File: src/rtl/speed_decoder.sv
// Recovers the 2-bit Speed code from the spacing of a tick strobe.
// Also reports debounced lock, one-cycle change/error pulses and a stall flag.
module speed_decoder #(
  parameter int CLOCK_FREQUENCY = 50000000,
  parameter int TOL             = 1000,
  parameter int LOCK_COUNT      = 2,
  parameter int CW              = 30
) (
  input  logic       ClockIn,
  input  logic       Reset,
  input  logic       PulseIn,
  output logic [1:0] SpeedOut,
  output logic       Valid,
  output logic       Changed,
  output logic       Error,
  output logic       Stalled
);

  localparam int F = CLOCK_FREQUENCY;

  if (TOL < 0 || TOL >= F / 2) begin : g_badTol
    $error("speed_decoder: TOL must satisfy 0 <= TOL < CLOCK_FREQUENCY/2");
  end
  if (LOCK_COUNT < 1 || LOCK_COUNT > 7) begin : g_badLock
    $error("speed_decoder: LOCK_COUNT must be in 1..7");
  end
  if (longint'(4 * F + TOL + 1) > ((longint'(1) << CW) - 1)) begin : g_badCw
    $error("speed_decoder: CW too narrow for 4F+TOL+1");
  end

  localparam logic [CW:0]   M_ONE      = (CW+1)'(1);
  localparam logic [CW:0]   F1_LO      = (CW+1)'(F - TOL);
  localparam logic [CW:0]   F1_HI      = (CW+1)'(F + TOL);
  localparam logic [CW:0]   F2_LO      = (CW+1)'(2 * F - TOL);
  localparam logic [CW:0]   F2_HI      = (CW+1)'(2 * F + TOL);
  localparam logic [CW:0]   F4_LO      = (CW+1)'(4 * F - TOL);
  localparam logic [CW:0]   F4_HI      = (CW+1)'(4 * F + TOL);
  localparam logic [CW-1:0] TIMEOUT_AT = CW'(4 * F + TOL);
  localparam logic [2:0]    LOCK3      = 3'(LOCK_COUNT);

  typedef enum logic [1:0] {IDLE, MEASURE, LOCKED} state_t;

  state_t          r_State;
  logic [CW-1:0]   r_IntervalCount;
  logic [2:0]      r_MatchCnt;
  logic [1:0]      r_Candidate;
  logic [1:0]      r_SpeedOut;
  logic            r_Valid;
  logic            r_Changed;
  logic            r_Error;
  logic            r_Stalled;

  logic [CW:0]     w_measured;
  logic            w_codeValid;
  logic [1:0]      w_code;
  logic [2:0]      w_nextMatch;
  logic            w_reachLock;
  logic            w_timeout;

  // One extra bit so the saturated count plus one cannot wrap into a valid window.
  assign w_measured = {1'b0, r_IntervalCount} + M_ONE;

  always_comb begin
    w_codeValid = 1'b1;
    w_code      = 2'b00;
    if (w_measured == M_ONE) begin
      w_code = 2'b00;
    end else if (w_measured >= F1_LO && w_measured <= F1_HI) begin
      w_code = 2'b01;
    end else if (w_measured >= F2_LO && w_measured <= F2_HI) begin
      w_code = 2'b10;
    end else if (w_measured >= F4_LO && w_measured <= F4_HI) begin
      w_code = 2'b11;
    end else begin
      w_codeValid = 1'b0;
    end
  end

  assign w_nextMatch = (r_MatchCnt != 3'd0 && w_code == r_Candidate) ? r_MatchCnt + 3'd1 : 3'd1;
  assign w_reachLock = (w_nextMatch == LOCK3);
  assign w_timeout   = !PulseIn && (r_IntervalCount == TIMEOUT_AT);

  always_ff @(posedge ClockIn) begin
    if (Reset) begin
      r_IntervalCount <= '0;
    end else if (PulseIn) begin
      r_IntervalCount <= '0;
    end else if (r_IntervalCount != '1) begin
      r_IntervalCount <= r_IntervalCount + 1'b1;
    end
  end

  // A pulse always takes priority over the timeout in the same cycle.
  always_ff @(posedge ClockIn) begin
    if (Reset) begin
      r_State     <= IDLE;
      r_MatchCnt  <= 3'd0;
      r_Candidate <= 2'b00;
      r_SpeedOut  <= 2'b00;
      r_Valid     <= 1'b0;
      r_Changed   <= 1'b0;
      r_Error     <= 1'b0;
      r_Stalled   <= 1'b0;
    end else begin
      r_Changed <= 1'b0;
      r_Error   <= 1'b0;
      case (r_State)
        IDLE: begin
          r_Valid <= 1'b0;
          if (PulseIn) begin
            r_State    <= MEASURE;
            r_Stalled  <= 1'b0;
            r_MatchCnt <= 3'd0;
          end
        end
        MEASURE, LOCKED: begin
          if (PulseIn) begin
            if (!w_codeValid) begin
              r_Error    <= 1'b1;
              r_Valid    <= 1'b0;
              r_MatchCnt <= 3'd0;
              r_State    <= MEASURE;
            end else if (r_State == LOCKED && w_code == r_SpeedOut) begin
              r_MatchCnt <= 3'd0;
            end else begin
              r_Candidate <= w_code;
              if (w_reachLock) begin
                r_SpeedOut <= w_code;
                r_Valid    <= 1'b1;
                r_Changed  <= 1'b1;
                r_MatchCnt <= 3'd0;
                r_State    <= LOCKED;
              end else begin
                r_MatchCnt <= w_nextMatch;
              end
            end
          end else if (w_timeout) begin
            r_Valid    <= 1'b0;
            r_Stalled  <= 1'b1;
            r_MatchCnt <= 3'd0;
            r_State    <= IDLE;
          end
        end
        default: r_State <= IDLE;
      endcase
    end
  end

  assign SpeedOut = r_SpeedOut;
  assign Valid    = r_Valid;
  assign Changed  = r_Changed;
  assign Error    = r_Error;
  assign Stalled  = r_Stalled;

endmodule
File: config.mk
export PLATFORM = sky130hd
export DESIGN_NAME = speed_decoder
export DESIGN_NICKNAME = d
export VERILOG_FILES = /design/src/rtl/speed_decoder.sv
export SDC_FILE = /design/constraint.sdc
export NUM_CORES = 1
export LEC_CHECK = 0
export ABC_CLOCK_PERIOD_IN_PS = 3490
export CORE_MARGIN = 2
export CORE_UTILIZATION = 52
export DETAILED_ROUTE_END_ITERATION = 10
export DONT_BUFFER_PORTS = 1
export PLACE_DENSITY = 0.69
export SLEW_MARGIN = 40
export SYNTH_ARGS = -nofsm -noshare
export SYNTH_HDL_FRONTEND = slang
export SYNTH_SLANG_ARGS = --single-unit
File: constraint.sdc
create_clock -name ClockIn -period 3.49 [get_ports ClockIn]
set_input_delay 0.698 -clock ClockIn [delete_from_list [all_inputs] [get_ports ClockIn]]
set_output_delay 0.698 -clock ClockIn [all_outputs]
set_load 0.05 [all_outputs]
==> summary.txt <==
Status
  – Status: finished, violations left
  – Failing checks: negative setup slack

Die
  – Die X-Extent: 87.2 um
  – Rows: 30
  – I/O pin count: 9
  – Die area: 0.00761 mm^2
  – Core area: roughly 0.0068 mm^2
  – Die height: slightly below 90 um
  – Starting Density: 53.3%

Routing
  – Detail Route Antenna Nets: 0
  – Routed WL per cell: 19.6 um
  – Residual DRC: 0
  – DRC marker count from the first detailed-route iteration: 402
  – Vias per cell: between 6 and 7
  – First-pass iteration count of the detailed router: 5
  – Via Count: around 4300
  – Total Wirelength: 12.6 mm

Logic synthesis
  – Mapped Area: 0.00360 mm^2
  – Synth area leader: dfxtp_1
  – Average cell area after synthesis: 7.92 um^2
  – Syn. warnings: 0
  – Yosys reg bits: 43
  – Post-synth EDFFs: 0
  – Yosys cell types: 71
  – Cells after Synth: 455
  – Area contributors post-synth: dfxtp_1 (24%), a21oi_1 (5.7%), xnor2_1 (4.4%)
  – Post-synthesis async set-or-reset flop share: 0%
  – Synth top area share: 23.9%
  – Sequential area share after synthesis: 23.9%
  – Primary flip-flop cell chosen by synthesis mapping: dfxtp_1
  – Mapped Nets: 467

Timing
  – RSZ-0062 raised after global routing: yes
  – Final period util: 105%
  – Max Fclk: 0.272 GHz
  – Final WS setup: -0.186 ns
  – Max-slew headroom: 55.1%
  – Final hold viol count: 0
  – Skew final: 0.0124 ns
  – Worst-Margin Slew: about 0.67 ns
  – Minimum clock period: between 3 and 4 ns
  – TNS Setup: -1.34 ns
  – Final Max Slew Viols: 0
  – Setup-failing EPs final: 11

Power and ir drop
  – Reg power frac: around 47%
  – VDD IR max: 0.170 mV
  – PD cells: a little over 200 mW/mm^2
  – Clock Power Share: a little over two fifths
  – Combinational share of power: 10.8%
  – Sw Pwr: approximately 0.27 mW
  – Internal power: approximately 0.80 mW
  – Sw frac: 25.0%
  – Leakage: roughly 2.0 nW

Critical path
  – Critical path fanouts, max: 6
  – Required time of the critical path: 3.73 ns
  – Arr. time, crit path: 3.92 ns
  – Setup CP Type: flip-flop to flip-flop
  – CP Launch Type: flip-flop
  – Endpoint type of the worst setup path: flip-flop

Run
  – Max cap viols: 0

Global route
  – Initial antenna violation count: 0
  – Grt ovf: 0
  – Largest net degree at the start of global routing: 31
  – GRT Overall Usage: ~32%
  – First-pass GRT wire length: 19.6 mm
  – Number of global-route vias before repair: 4077

Layout
  – Fillers: 458
  – Antenna fix cells: 0
  – Nets: ~580
  – Layout cell share with drive strength beyond 1: 41.6%
  – P&R area growth vs syn: 42.2%
  – Util after Layout: between 70% and 80%

Placement
  – DP Wirelength: 8.79 mm
  – Port Buffers: 0
  – Gp weighted congestion: 0.979
  – Worst slack, placed: -0.248 ns

Clock network
  – Num CTS Buffers: 5
  – Clk Latency, worst-skew pair: between 0.3 and 0.4 ns
  – CTS Root Cell: clkbuf_8
  – Clock slew at the register clock pins of the worst setup and hold paths: 0.10 ns
  – CTS max path bufs: 2
  – CTS Sinks: 43
  – Cts hold-fix bufs: 0
  – TritonCTS clock tree: built
  – H-tree depth: 2

Hold path
  – Hold WC Path Type: input pin to flip-flop
-- logic make-up (layout without fill, tap and decap cells) --
kind of cell | Yosys count | after routing | synth area share (%)
simple gates | 210 | 210 | 36.4
compound gates | 117 | 117 | 22.5
flops | 43 | 43 | 23.9
buf+inv | 39 | 149 | 4.58
xor+xnor | 30 | 30 | 7.50
fa+ha+maj | 9 | 9 | 3.13
mux | 7 | 7 | 2.05
-- placed cells by master, fill, tap and decap left out, types with 4 or more instances in the layout --
cell      count
buf_6        13
nor3_4        4
o21ai_0      11
dfxtp_2      12
nand4_1      17
nand2_2       4
a31oi_1       4
nor4_1       14
dfxtp_4       7
nand2_1      25
or2_2         6
nand3_1      21
and3_1        7
a211o_1       6
a21oi_1      38
buf_4       112
nor3_1       14
a21boi_0      5
inv_1        16
dfxtp_1      24
nor4_4        7
nor4_2        4
nor2_1       31
clkbuf_8      5
mux2i_1       4
or4_4         6
ha_1          8
or3_1         5
a211oi_1      5
o31a_1        4
xnor2_1      16
xor2_1        8
-- power groups by stage --
stage	combinational, mW	clock (mW)	sequential, mW
2_1_floorplan	0.0774	0	0.513
3_5_place_dp	0.101	0	0.514
6_report	0.115	0.450	0.498
3_3_place_gp	0.0983	0	0.514
4_1_cts	0.107	0.454	0.499
5_1_grt	0.126	0.468	0.499
-- final cells by class --
class | instances | area, um^2 | share of cell area, %
multi-input cells | 373 | 2940 | 57.4
repair buffers | 125 | 987 | 19.3
flip-flops and latches | 43 | 902 | 17.6
well taps | 80 | 100 | 1.95
clock buffers | 6 | 93.8 | 1.83
inverters | 16 | 60.1 | 1.17
clock inverters | 2 | 37.5 | 0.732
-- path summary, 6_finish.rpt --
| path | startpoint | end | slack [ns] | depth (start not counted) |
|---|---|---|---|---|
| setup / recovery | r_IntervalCount[1] | r_MatchCnt[0] | -0.19 | 18 |
| hold / removal | Reset | Changed | 0.46 | 1 |
| setup reg to reg | r_IntervalCount[1] | r_MatchCnt[0] | -0.19 | 18 |
| hold reg to reg | r_MatchCnt[1] | r_MatchCnt[1] | 0.48 | 2 |
-- worst max-delay path: stages (launching register included) --
cell,delay [ns]
dfxtp_4,0.40
ha_4,0.19
nand4_4,0.11
buf_6,0.14
nor4_4,0.14
buf_6,0.17
xor2_4,0.19
buf_6,0.13
buf_6,0.09
nand4_1,0.09
a211oi_2,0.26
o2111ai_2,0.23
a211o_1,0.44
a2bb2oi_2,0.24
buf_4,0.15
o211ai_4,0.11
o21bai_1,0.19
mux2_4,0.26
nor2_1,0.08
-- flip-flops by register name, indices dropped and copies added, names as in the netlist --
| name | count |
|---|---|
| r_State | 2 |
| Stalled | 1 |
| Changed | 1 |
| SpeedOut | 2 |
| r_Candidate | 2 |
| r_MatchCnt | 3 |
| Valid | 1 |
| Error | 1 |
| r_IntervalCount | 30 |
-- through the flow --
| step | area, um^2 | std cells | total power [mW] | hold WS [ns] |
|---|---|---|---|---|
| after floorplan | 3660 | 455 | 0.590 | 0.445 |
| after global placement | 4430 | 614 | 0.612 | 0.454 |
| after detailed placement | 4430 | 614 | 0.615 | 0.462 |
| after CTS | 4880 | 635 | 1.06 | 0.453 |
| after global routing | 5120 | 645 | 1.09 | 0.450 |
| final | 5120 | 645 | 1.06 | 0.459 |
-- routing by layer --
metal / global-route usage [%] / vias up / routed length [um]
li1: - / 1949 / -
met1: 41.2 / 2040 / 5170
met2: 56.0 / 206 / 6140
met3: 4.08 / 60 / 781
met4: 12.2 / 0 / 528
met5: 0 / - / 0
-- synthesized netlist by cell type (all sizes together), types with 3 or more instances --
library cell and n:
ha 9, o22ai 3, o2111ai 4, and2 4
nor3 21, or3 8, o21ai 12, or4 8
a31oi 5, nor4 25, clkbuf 11, buf 12
o31ai 3, nor2 32, mux2i 4, xnor2 18
nand4 20, a21oi 41, o211ai 4, a211o 6
and3 7, o31a 4, nand3 27, dfxtp 43
a211oi 7, a21boi 6, o21a 3, nand3b 3
xor2 12, or2 6, nor4b 3, and4 3
nand2 31, mux2 3, inv 16
-- what timing repair did --
item,4_1_cts,5_1_grt
resized for setup,54,37
endpoints found under the setup margin,11,11
pin swaps,21,19
buffers inserted,13,10
No activity file was read; power rests on OpenSTA's default activity.
